### src/rtl/uart_mmio_responder_pkg.sv
// Shared definitions for the memory-mapped UART responder: default window base,
// register word indices, STATUS/CTRL bit positions, the RX "no data" code and
// the RX poll FSM state encoding.
package uart_mmio_responder_pkg;

  // Default base of the 32-byte device window (32-byte aligned).
  localparam logic [63:0] UartBase = 64'h0000_0000_1000_0000;

  // Register selection uses addr[4:3]; addr[2:0] is ignored.
  localparam logic [1:0] RegData   = 2'd0;  // offset 0x00
  localparam logic [1:0] RegStatus = 2'd1;  // offset 0x08
  localparam logic [1:0] RegCtrl   = 2'd2;  // offset 0x10
  localparam logic [1:0] RegRsvd   = 2'd3;  // offset 0x18

  // STATUS bit positions.
  localparam int unsigned StatusTxFull   = 0;
  localparam int unsigned StatusTxEmpty  = 1;
  localparam int unsigned StatusRxValid  = 2;
  localparam int unsigned StatusTxDrop   = 3;
  localparam int unsigned StatusCountLsb = 8;

  // CTRL bit positions.
  localparam int unsigned CtrlTxEn = 0;
  localparam int unsigned CtrlRxEn = 1;

  // Character returned by the host side when no input is pending.
  localparam logic [7:0] RxNoData = 8'hFF;

  typedef enum logic [1:0] {
    RxIdle,
    RxPoll,
    RxFull
  } rx_state_e;

endpackage

### src/rtl/uart_tx_fifo.sv
// Byte FIFO for the UART transmit path.
// Ports:
//   clk_i   - clock
//   rst_i   - synchronous active-high reset (empties the FIFO)
//   push_i  - write data_i; accepted when not full, or when full and a pop
//             happens in the same cycle
//   data_i  - byte to write
//   pop_i   - remove the head entry (ignored when empty)
//   data_o  - head entry
//   full_o  - count == Depth
//   empty_o - count == 0
//   count_o - number of stored entries (0..Depth)
module uart_tx_fifo #(
  parameter int unsigned Depth = 16
) (
  input  logic                     clk_i,
  input  logic                     rst_i,
  input  logic                     push_i,
  input  logic [7:0]               data_i,
  input  logic                     pop_i,
  output logic [7:0]               data_o,
  output logic                     full_o,
  output logic                     empty_o,
  output logic [$clog2(Depth):0]   count_o
);

  localparam int unsigned AddrW = $clog2(Depth);
  localparam int unsigned CntW  = AddrW + 1;

  logic [7:0]       mem_q [Depth];
  logic [AddrW-1:0] wr_ptr_q, rd_ptr_q;
  logic [CntW-1:0]  count_q;
  logic             push_ok, pop_ok;

  assign full_o  = (count_q == CntW'(Depth));
  assign empty_o = (count_q == '0);
  assign count_o = count_q;
  assign data_o  = mem_q[rd_ptr_q];

  assign pop_ok  = pop_i & ~empty_o;
  // A full FIFO still takes a byte when the head leaves in the same cycle.
  assign push_ok = push_i & (~full_o | pop_ok);

  always_ff @(posedge clk_i) begin
    if (rst_i) begin
      wr_ptr_q <= '0;
      rd_ptr_q <= '0;
      count_q  <= '0;
    end else begin
      // Depth is a power of two, so pointers wrap naturally.
      if (push_ok) wr_ptr_q <= wr_ptr_q + AddrW'(1);
      if (pop_ok)  rd_ptr_q <= rd_ptr_q + AddrW'(1);
      unique case ({push_ok, pop_ok})
        2'b10:   count_q <= count_q + CntW'(1);
        2'b01:   count_q <= count_q - CntW'(1);
        default: count_q <= count_q;
      endcase
    end
  end

  // Storage carries no reset; only the pointers define validity.
  always_ff @(posedge clk_i) begin
    if (push_ok) mem_q[wr_ptr_q] <= data_i;
  end

endmodule

### src/rtl/uart_mmio_responder.sv
// Memory-mapped UART responder on the core's data port.
// Serves three 64-bit registers in a 32-byte window at BASE_ADDR:
//   0x00 DATA   - store pushes a TX byte, load returns/pops the RX byte
//   0x08 STATUS - {tx_count, tx_drop, rx_valid, tx_empty, tx_full}
//   0x10 CTRL   - {rx_en, tx_en}
//   0x18        - reserved
// Ports:
//   clock, reset          - clock and synchronous active-high reset
//   data_en, wen          - load / store request this cycle
//   addr, wdata, wmask    - byte address, lane-shifted store data and bit mask
//   rdata, sel            - combinational load data and window hit
//   io_uart_out_valid/ch  - registered TX byte strobe and byte
//   io_uart_in_valid      - registered RX poll strobe
//   io_uart_in_ch         - RX byte sampled during the poll strobe (8'hFF = none)
module uart_mmio_responder
  import uart_mmio_responder_pkg::*;
#(
  parameter logic [63:0] BASE_ADDR = UartBase,
  parameter int unsigned TX_DEPTH  = 16,
  parameter int unsigned TX_DIV    = 1,
  parameter int unsigned RX_POLL   = 256
) (
  input  logic        clock,
  input  logic        reset,
  input  logic        data_en,
  input  logic        wen,
  input  logic [63:0] addr,
  input  logic [63:0] wdata,
  input  logic [63:0] wmask,
  output logic [63:0] rdata,
  output logic        sel,
  output logic        io_uart_out_valid,
  output logic [7:0]  io_uart_out_ch,
  output logic        io_uart_in_valid,
  input  logic [7:0]  io_uart_in_ch
);

  localparam int unsigned CntW     = $clog2(TX_DEPTH) + 1;
  localparam logic [31:0] DivLast  = 32'(TX_DIV - 1);
  localparam logic [31:0] PollLast = 32'(RX_POLL - 1);

  // Decode
  logic [1:0] reg_idx;
  logic       byte_wr, data_st, data_ld, status_ld, ctrl_st;

  assign sel       = (addr[63:5] == BASE_ADDR[63:5]);
  assign reg_idx   = addr[4:3];
  assign byte_wr   = |wmask[7:0];
  assign data_st   = sel & wen & byte_wr & (reg_idx == RegData);
  assign ctrl_st   = sel & wen & byte_wr & (reg_idx == RegCtrl);
  assign data_ld   = sel & data_en & (reg_idx == RegData);
  assign status_ld = sel & data_en & (reg_idx == RegStatus);

  logic unused_bits;
  assign unused_bits = ^{addr[2:0], wdata[63:8], wmask[63:8]};

  // TX FIFO
  logic            tx_full, tx_empty, tx_fire;
  logic [7:0]      tx_head;
  logic [CntW-1:0] tx_count;
  logic [8:0]      tx_count_ext;
  logic [7:0]      tx_count_sat;

  uart_tx_fifo #(
    .Depth (TX_DEPTH)
  ) u_tx_fifo (
    .clk_i   (clock),
    .rst_i   (reset),
    .push_i  (data_st),
    .data_i  (wdata[7:0]),
    .pop_i   (tx_fire),
    .data_o  (tx_head),
    .full_o  (tx_full),
    .empty_o (tx_empty),
    .count_o (tx_count)
  );

  // Only a 256-deep FIFO can exceed the 8-bit STATUS field.
  assign tx_count_ext = 9'(tx_count);
  assign tx_count_sat = (tx_count_ext > 9'd255) ? 8'hFF : tx_count_ext[7:0];

  // Control/status registers and TX divider
  logic        tx_en_q, tx_en_d, rx_en_q, rx_en_d;
  logic        tx_drop_q, tx_drop_d;
  logic [31:0] div_q, div_d;
  logic        out_valid_q;
  logic [7:0]  out_ch_q;

  always_comb begin
    tx_en_d   = tx_en_q;
    rx_en_d   = rx_en_q;
    tx_drop_d = tx_drop_q;
    if (ctrl_st) begin
      tx_en_d = wdata[CtrlTxEn];
      rx_en_d = wdata[CtrlRxEn];
    end
    if (status_ld) tx_drop_d = 1'b0;
    if (data_st && tx_full && !tx_fire) tx_drop_d = 1'b1;
  end

  // Divider runs only while enabled with data queued; tx_en=0 freezes it.
  always_comb begin
    div_d   = div_q;
    tx_fire = 1'b0;
    if (tx_empty) begin
      div_d = '0;
    end else if (tx_en_q) begin
      if (div_q == DivLast) begin
        tx_fire = 1'b1;
        div_d   = '0;
      end else begin
        div_d = div_q + 32'd1;
      end
    end
  end

  always_ff @(posedge clock) begin
    if (reset) begin
      tx_en_q     <= 1'b1;
      rx_en_q     <= 1'b1;
      tx_drop_q   <= 1'b0;
      div_q       <= '0;
      out_valid_q <= 1'b0;
      out_ch_q    <= '0;
    end else begin
      tx_en_q     <= tx_en_d;
      rx_en_q     <= rx_en_d;
      tx_drop_q   <= tx_drop_d;
      div_q       <= div_d;
      out_valid_q <= tx_fire;
      if (tx_fire) out_ch_q <= tx_head;
    end
  end

  assign io_uart_out_valid = out_valid_q;
  assign io_uart_out_ch    = out_ch_q;

  // RX poll FSM
  rx_state_e   rx_state_q;
  logic [31:0] poll_q;
  logic [7:0]  rx_byte_q;
  logic        in_valid_q;
  logic        rx_valid;

  assign rx_valid = (rx_state_q == RxFull);

  // The strobe is raised on entry to RxPoll so it is high for exactly the
  // cycle in which io_uart_in_ch is sampled.
  always_ff @(posedge clock) begin
    if (reset) begin
      rx_state_q <= RxIdle;
      poll_q     <= '0;
      rx_byte_q  <= '0;
      in_valid_q <= 1'b0;
    end else begin
      in_valid_q <= 1'b0;
      unique case (rx_state_q)
        RxIdle: begin
          if (!rx_en_q) begin
            poll_q <= '0;
          end else if (poll_q == PollLast) begin
            poll_q     <= '0;
            rx_state_q <= RxPoll;
            in_valid_q <= 1'b1;
          end else begin
            poll_q <= poll_q + 32'd1;
          end
        end
        RxPoll: begin
          poll_q <= '0;
          if (io_uart_in_ch != RxNoData) begin
            rx_byte_q  <= io_uart_in_ch;
            rx_state_q <= RxFull;
          end else begin
            rx_state_q <= RxIdle;
          end
        end
        RxFull: begin
          if (data_ld) begin
            poll_q     <= '0;
            rx_state_q <= RxIdle;
          end
        end
        default: rx_state_q <= RxIdle;
      endcase
    end
  end

  assign io_uart_in_valid = in_valid_q;

  // Load data: reflects state before any same-cycle store or pop commits.
  always_comb begin
    rdata = '0;
    if (sel && data_en) begin
      unique case (reg_idx)
        RegData: rdata = {55'b0, rx_valid, rx_byte_q};
        RegStatus: begin
          rdata[StatusTxFull]            = tx_full;
          rdata[StatusTxEmpty]           = tx_empty;
          rdata[StatusRxValid]           = rx_valid;
          rdata[StatusTxDrop]            = tx_drop_q;
          rdata[StatusCountLsb +: 8]     = tx_count_sat;
        end
        RegCtrl: rdata = {62'b0, rx_en_q, tx_en_q};
        default: rdata = '0;
      endcase
    end
  end

endmodule

### config.mk
export PLATFORM = sky130hd
export DESIGN_NAME = uart_mmio_responder
export DESIGN_NICKNAME = d
export VERILOG_FILES = /design/src/rtl/uart_mmio_responder_pkg.sv /design/src/rtl/uart_tx_fifo.sv /design/src/rtl/uart_mmio_responder.sv
export SDC_FILE = /design/constraint.sdc
export NUM_CORES = 1
export LEC_CHECK = 0
export ABC_AREA = 1
export BUFFER_PORTS_ARGS = -buffer_cell sky130_fd_sc_hd__clkbuf_2
export CELL_PAD_IN_SITES_DETAIL_PLACEMENT = 1
export CELL_PAD_IN_SITES_GLOBAL_PLACEMENT = 1
export CORE_MARGIN = 3
export CORE_UTILIZATION = 36
export CTS_CLUSTER_DIAMETER = 60
export CTS_CLUSTER_SIZE = 24
export DETAILED_ROUTE_END_ITERATION = 8
export HOLD_SLACK_MARGIN = 0.15
export PLACE_DENSITY = 0.81
export SLEW_MARGIN = 20
export SYNTH_ARGS = -nofsm -noshare
export SYNTH_HDL_FRONTEND = slang
export SYNTH_SLANG_ARGS = --single-unit
### constraint.sdc
create_clock -name clock -period 2.8 [get_ports clock]
set_input_delay 0.56 -clock clock [delete_from_list [all_inputs] [get_ports clock]]
set_output_delay 0.56 -clock clock [all_outputs]
set_load 0.02 [all_outputs]
==> results of run 1 <==
[registers in the layout, summed over array words and instances (netlist names)]
name                count
div_q                  32
io_uart_in_valid        1
io_uart_out_ch          8
io_uart_out_valid       1
poll_q                 32
rx_byte_q               8
rx_en_q                 1
rx_state_q              2
tx_drop_q               1
tx_en_q                 1
u_tx_fifo.count_o       5
u_tx_fifo.mem_q       128
u_tx_fifo.rd_ptr_q      4
u_tx_fifo.wr_ptr_q      4
[through the flow]
stage | cell area [um2] | setup slack (ps) | power, mW
6_report | 13800 | 55.4 | 9.11
2_1_floorplan | 12100 | 101 | 5.14
3_5_place_dp | 12800 | -182 | 5.72
5_1_grt | 13800 | -68.1 | 9.52
3_3_place_gp | 12800 | -108 | 5.59
4_1_cts | 13700 | -28.6 | 9.02
[final timing paths]
check                                    start                                 to  slack (ps)  cells after the start
max          u_tx_fifo.count_o[3]$_SDFFE_PP0P_                           rdata[1]          60                      8
min                           io_uart_in_ch[3]          rx_byte_q[3]$_SDFFE_PP0P_         320                      3
min reg2reg          rx_byte_q[4]$_SDFFE_PP0P_          rx_byte_q[4]$_SDFFE_PP0P_         460                      2
max reg2reg              div_q[0]$_SDFFE_PP0P_  u_tx_fifo.count_o[4]$_SDFFE_PP0P_          90                     17
[metal layers]
metal	share of wire	vias up	wire length, um
met4	0.033	0	1220
met5	0	-	0
met1	0.42	5182	15300
met3	0.037	77	1380
met2	0.51	238	18800
li1	-	5107	-
[cells by family (layout without fill, tap and decap cells)]
family,after synthesis,in the layout,synth area share
AOI/OAI and AO/OA,244,244,0.116
xor gates and xnor gates,11,11,0.00812
adders and majority gates,17,17,0.0186
buffers and inverters,216,311,0.0894
DFF,228,228,0.492
other,1,51,0.000316
and+or+nand+nor,748,748,0.275
[final cells by class]
class	instances	share of cell area
Clock buffer	24	0.0421
Clock inverter	16	0.0162
Inverter	112	0.0307
Multi-Input combinational cell	1071	0.380
Sequential cell	228	0.425
Tap cell	435	0.0396
Timing Repair Buffer	159	0.0664
[layout by cell type (no fill, tap or decap), drive strengths merged, types with 51 or more instances in the layout]
cell and n:
dfxtp 100, edfxtp 128, o21ai 111, inv 121, a21oi 66, nand2 246, nor2 319, nand3 112
conb 51, clkbuf 136
[power by group]
part	internal, mW	switching (mW)	total [mW]
combinational	0.709	1.35	2.06
sequential	3.63	0.158	3.79
clock	1.66	1.60	3.25
[critical path: cells and delay by family, from the launching register on]
kind / cells / cell delay (ps)
flip-flops: 1 / 380
AO/OA/AOI/OAI: 1 / 130
buffers and inverters: 4 / 720
AND/OR/NAND/NOR: 3 / 420
[timing repair]
item                       in CTS  in global routing
buffers inserted                0                  4
setup endpoints to repair       4                  9
resized for setup               6                 15
pin swaps                       0                  2
==> results.py, run 1 <==
metrics = {
    "cts": {
        "root_buffer": "clkbuf_16",
        "path_clk_slew_ps": 90,
        "clkLatencyLatePin_ps": 530,
        "htreeDepth": 1,
        "cts_tree": "yes",
        "cts_hold_buf": 0,
        "clk_path_buf_depth": 3,
        "cts_buffers": 22,
        "cts.sinks": 228,
    },
    "synthesis": {
        "yosys_warnings": 0,
        "yosysMostFrequentCell": "nor2_1",
        "synth_area_leaders": "edfxtp_1, dfxtp_1, nor2_1",
        "synthFlopType": "edfxtp_1",
        "seq_area_frac_synth": 0.492,
        "ys_types": 51,
        "yosysTopAreaCellShare": 0.324,
        "synthArstFlopShare": 0,
        "synth-edff-count": 128,
        "syn_avg_cell_area_um2": 8.10,
        "ys_seq_elements": 228,
        "synth_commonest_cells": "nor2_1, nand2_1, edfxtp_1",
        "syn_inst": 1465,
        "synth_top_area_cell": "edfxtp_1",
        "synth_area_mm2": 0.0119,
    },
    "final_layout": {
        "final_util": 0.429,
        "register_area_mm2": 0.00585,
        "drive_gt1_frac": 0.158,
        "fillers": 3950,
        "diodes": 0,
        "fin_cells": 2045,
        "multiInputGateArea_mm2": 0.00523,
        "area_delta_synth_final_pct": 15.9,
        "fin_nets": 1815,
    },
    "global_route": {
        "antenna_found_initial": 0,
        "grt_use_total": 0.200,
        "grt-ovfl-total": 0,
        "gr-usage-met1": 0.248,
        "grt_pass1_vias": 10986,
        "grt_use_met2": 0.364,
        "grt_max_degree": 67,
        "top_usage_layer": "met2",
        "grt_pass1_wl_um": 58100,
        "use_met3": 0.0226,
    },
    "floorplan": {
        "die_y_um": 188,
        "die-width_um": 188,
        "initial_core_util": 0.370,
        "fp.dieArea_mm2": 0.0352,
        "fp-row-count": 65,
        "ios": 279,
        "core_area_mm2": 0.0320,
    },
    "power_and_ir_drop": {
        "ir_drop_v": 0.000394,
        "leakage_nw": 5.18,
        "powerDensity_mw_per_mm2": 662,
    },
    "placed_design": {
        "place_congestion": 0.949,
        "place.detailed.hpwl_um": 25700,
        "dp_cells": 2001,
        "portBuffers": 112,
    },
    "routing": {
        "dr_total_vias": 10604,
        "drc_errors": 0,
        "wl_per_cell_um": 18.0,
        "wl_um": 36800,
        "vias_per_cell": 5.19,
        "drtAntennaViolNets": 0,
        "dr.first_iter.drc_count": 683,
        "first_pass_iters": 5,
    },
    "sta": {
        "setup_viol": 0,
        "whs_ps": 321,
        "max_slew_margin": 0.391,
        "rsz0062_at_grt": "yes",
        "min_period_ps": 2740,
        "tightest_slew_ps": 912,
        "fin_crit_sh": 0.980,
        "max_freq_mhz": 364,
        "finClkSkew_ps": 21.8,
        "hold_viol": 0,
        "drv_slew": 0,
        "final.setup.tns_ps": 0,
    },
    "hold_path": {
        "hp-class": "primary input to flip-flop",
    },
    "setup_path": {
        "crit_fanout": 5,
        "max_stage_delay_ps": 380,
        "crit_type": "flip-flop to primary output",
        "cp.required_ps": 2240,
        "worstPathArrival_ps": 2180,
        "cp-end-kind": "primary output",
        "path_common_cell": "inv_1",
        "cp_slowest_cell": "dfxtp_1",
        "path_cells": "inv_1, nand4_1, buf_4, nor2_4, inv_1, nor2_1, o21a_1, clkbuf_2",
        "start_kind": "flip-flop",
    },
    "job": {
        "max_cap_viol_count": 0,
    },
    "run_status": {
        "run_status": "complete, no violations",
    },
}
Power figures use the tool's default switching activity.
==> inputs of run 2 (changes only) <==
--- a/config.mk
+++ b/config.mk
@@ -9,7 +9,6 @@
 export BUFFER_PORTS_ARGS = -buffer_cell sky130_fd_sc_hd__clkbuf_2
 export CELL_PAD_IN_SITES_DETAIL_PLACEMENT = 1
 export CELL_PAD_IN_SITES_GLOBAL_PLACEMENT = 1
-export CORE_MARGIN = 3
 export CORE_UTILIZATION = 36
 export CTS_CLUSTER_DIAMETER = 60
 export CTS_CLUSTER_SIZE = 24
==> run 2 against run 1 <==
- core utilization down 0.55 points
- largest cell class unchanged
- cell area about the same
- worst hold slack worse by 5.8 ps
- critical path depth down 1
- final cell count up 0.54%
- via count down 0.98%
- count of clock-buffer cells in the layout up 2
- routed wire length down 5.0%
- first-iteration DRC count down 24%
==> results.py, run 2 (synthesis results as in run 1) <==
metrics = {
    "routing": {
        "drc_errors": 0,
        "dr_wl_met3_um": 1380,
        "wl_um": 34900,
        "first_pass_iters": 4,
        "highest_layer": "met4",
        "vias_per_cell": 5.11,
        "drtAntennaViolNets": 0,
        "met2_length_um": 17500,
        "wl_per_cell_um": 17.0,
        "dr_total_vias": 10500,
        "dr.first_iter.drc_count": 522,
        "m1WireLength_um": 15000,
    },
    "job": {
        "max_cap_viol_count": 0,
    },
    "global_route": {
        "grt_pass1_wl_um": 56100,
        "grt_pass1_vias": 10757,
        "grt-ovfl-total": 0,
        "antenna_found_initial": 0,
        "grt_max_degree": 67,
        "grt_use_total": 0.207,
    },
    "setup_path": {
        "path_buf_inv": 3,
        "worstPathArrival_ps": 2120,
        "crit_fanout": 5,
        "timing.rr.end": "u_tx_fifo.count_o[4]$_SDFFE_PP0P_",
        "ff2ff_path_depth": 14,
        "cp.required_ps": 2240,
        "reg2reg_slack_ps": 270,
        "start_kind": "flip-flop",
        "max_stage_delay_ps": 360,
        "path_cells": "inv_1, nand4_1, nor2_4, inv_1, nor2_1, o21a_1, clkbuf_2",
        "cp_slowest_cell": "dfxtp_1",
        "cp-end-kind": "primary output",
        "critical_path.top_delay_family": "simple AND/OR/NAND/NOR gates",
        "crit_type": "flip-flop to primary output",
        "reg2reg_from": "div_q[21]$_SDFFE_PP0P_",
        "path_common_cell": "inv_1",
    },
    "hold_path": {
        "hold_path_depth": 3,
        "hp-start": "io_uart_in_ch[0]",
        "hold_path_end": "rx_byte_q[0]$_SDFFE_PP0P_",
        "hp-class": "primary input to flip-flop",
    },
    "final_layout": {
        "mostFrequentLayoutCells": "nor2_1, nand2_1, edfxtp_1",
        "fin_nets": 1818,
        "top_regs": "u_tx_fifo.mem_q x128, div_q x32, poll_q x32",
        "regMostFlops": "u_tx_fifo.mem_q",
        "layout_commonest_cell": "nor2_1",
        "diodes": 0,
        "largest_reg_flops": 128,
        "area_delta_synth_final_pct": 15.9,
        "drive_gt1_frac": 0.157,
    },
    "power_and_ir_drop": {
        "powerDensity_mw_per_mm2": 655,
        "leakage_nw": 5.19,
        "ir_drop_v": 0.000455,
    },
    "floorplan": {
        "ios": 279,
        "fp.dieArea_mm2": 0.0337,
        "die-width_um": 184,
        "initial_core_util": 0.366,
        "fp-row-count": 66,
        "core_area_mm2": 0.0325,
        "die_y_um": 184,
    },
    "cts": {
        "clk_path_buf_depth": 3,
        "path_clk_slew_ps": 80,
        "cts_tree": "yes",
        "clkLatencyLatePin_ps": 540,
        "cts_hold_buf": 0,
        "root_buffer": "clkbuf_16",
        "cts_buffers": 23,
        "htreeDepth": 1,
        "cts.sinks": 228,
    },
    "sta": {
        "max_slew_margin": 0.427,
        "finClkSkew_ps": 19.7,
        "hold_viol": 0,
        "fin_crit_sh": 0.957,
        "min_period_ps": 2680,
        "tightest_slew_ps": 858,
        "drv_slew": 0,
        "rsz0062_at_grt": "yes",
        "setup_ws_ps": 121,
        "final.setup.tns_ps": 0,
        "setup_viol": 0,
        "max_freq_mhz": 373,
    },
    "placed_design": {
        "dpl_worst_slack_ps": -167,
        "place_congestion": 0.919,
        "portBuffers": 112,
        "place.detailed.hpwl_um": 25200,
    },
    "run_status": {
        "run_status": "complete, no violations",
    },
}
run 2: worst max-delay path by stage:
stage	startpoint	end	slack (ps)	depth (start not counted)
detailed placement	addr[42]	u_tx_fifo.count_o[4]$_SDFFE_PP0P_	-170	17
finish	u_tx_fifo.count_o[1]$_SDFFE_PP0P_	rdata[1]	120	7
CTS	addr[42]	rdata[11]	10	13
floorplan	addr[60]	u_tx_fifo.count_o[4]$_SDFFE_PP0P_	100	16
global route	addr[60]	rdata[2]	-0.4	12
global placement	addr[42]	u_tx_fifo.count_o[4]$_SDFFE_PP0P_	-120	17
run 2: metrics by stage:
stage | instance area [um2] | utilization | hold slack [ps] | power [mW] | instances
final | 13800 | 0.424 | 315 | 9.01 | 2056
after floorplan | 12100 | - | 430 | 5.14 | 1515
after global routing | 13800 | 0.424 | 312 | 9.42 | 2056
after global placement | 12900 | 0.397 | 440 | 5.61 | 2012
after detailed placement | 12900 | 0.397 | 452 | 5.73 | 2012
after CTS | 13700 | 0.423 | 304 | 9.04 | 2054
run 2: worst reg2reg max path, stage by stage, from the launching register on:
cell and delay, ps:
dfxtp_1 350, nor2_1 230, nand4_1 140, nor2_1 220, nand2_4 130, nand2_4 100, nand2_2 70, ha_2 220
fa_1 390, nand3_1 90, nand2_1 70, a21oi_1 110, o21ai_0 110, o21ai_0 150, a21oi_1 50
run 2: final cells by class:
cell class | instances | area (um2)
timing repair buffer | 161 | 941
sequential | 228 | 5850
clock buffer | 26 | 608
inverter | 112 | 422
multi-input combinational | 1071 | 5190
fill | 3961 | 18700
clock inverter | 16 | 198
tap | 442 | 553
run 2: power breakdown:
group          switching [mW]  internal [mW]  total (mW)
Sequential             0.0955           3.64        3.73
Clock                    1.53           1.77        3.29
Combinational            1.31          0.673        1.99
Total                    2.94           6.08        9.01
run 2: what timing repair did:
item	CTS	global route
endpoints found under the setup margin	5	10
resized for setup	2	10
setup buffers	0	2
pin swaps	0	3
run 2: per-layer routing:
metal | vias to the layer above | global-route usage
li1 | 5112 | -
met1 | 5123 | 0.255
met2 | 194 | 0.371
met3 | 71 | 0.0285
met4 | 0 | 0.0683
met5 | - | 0
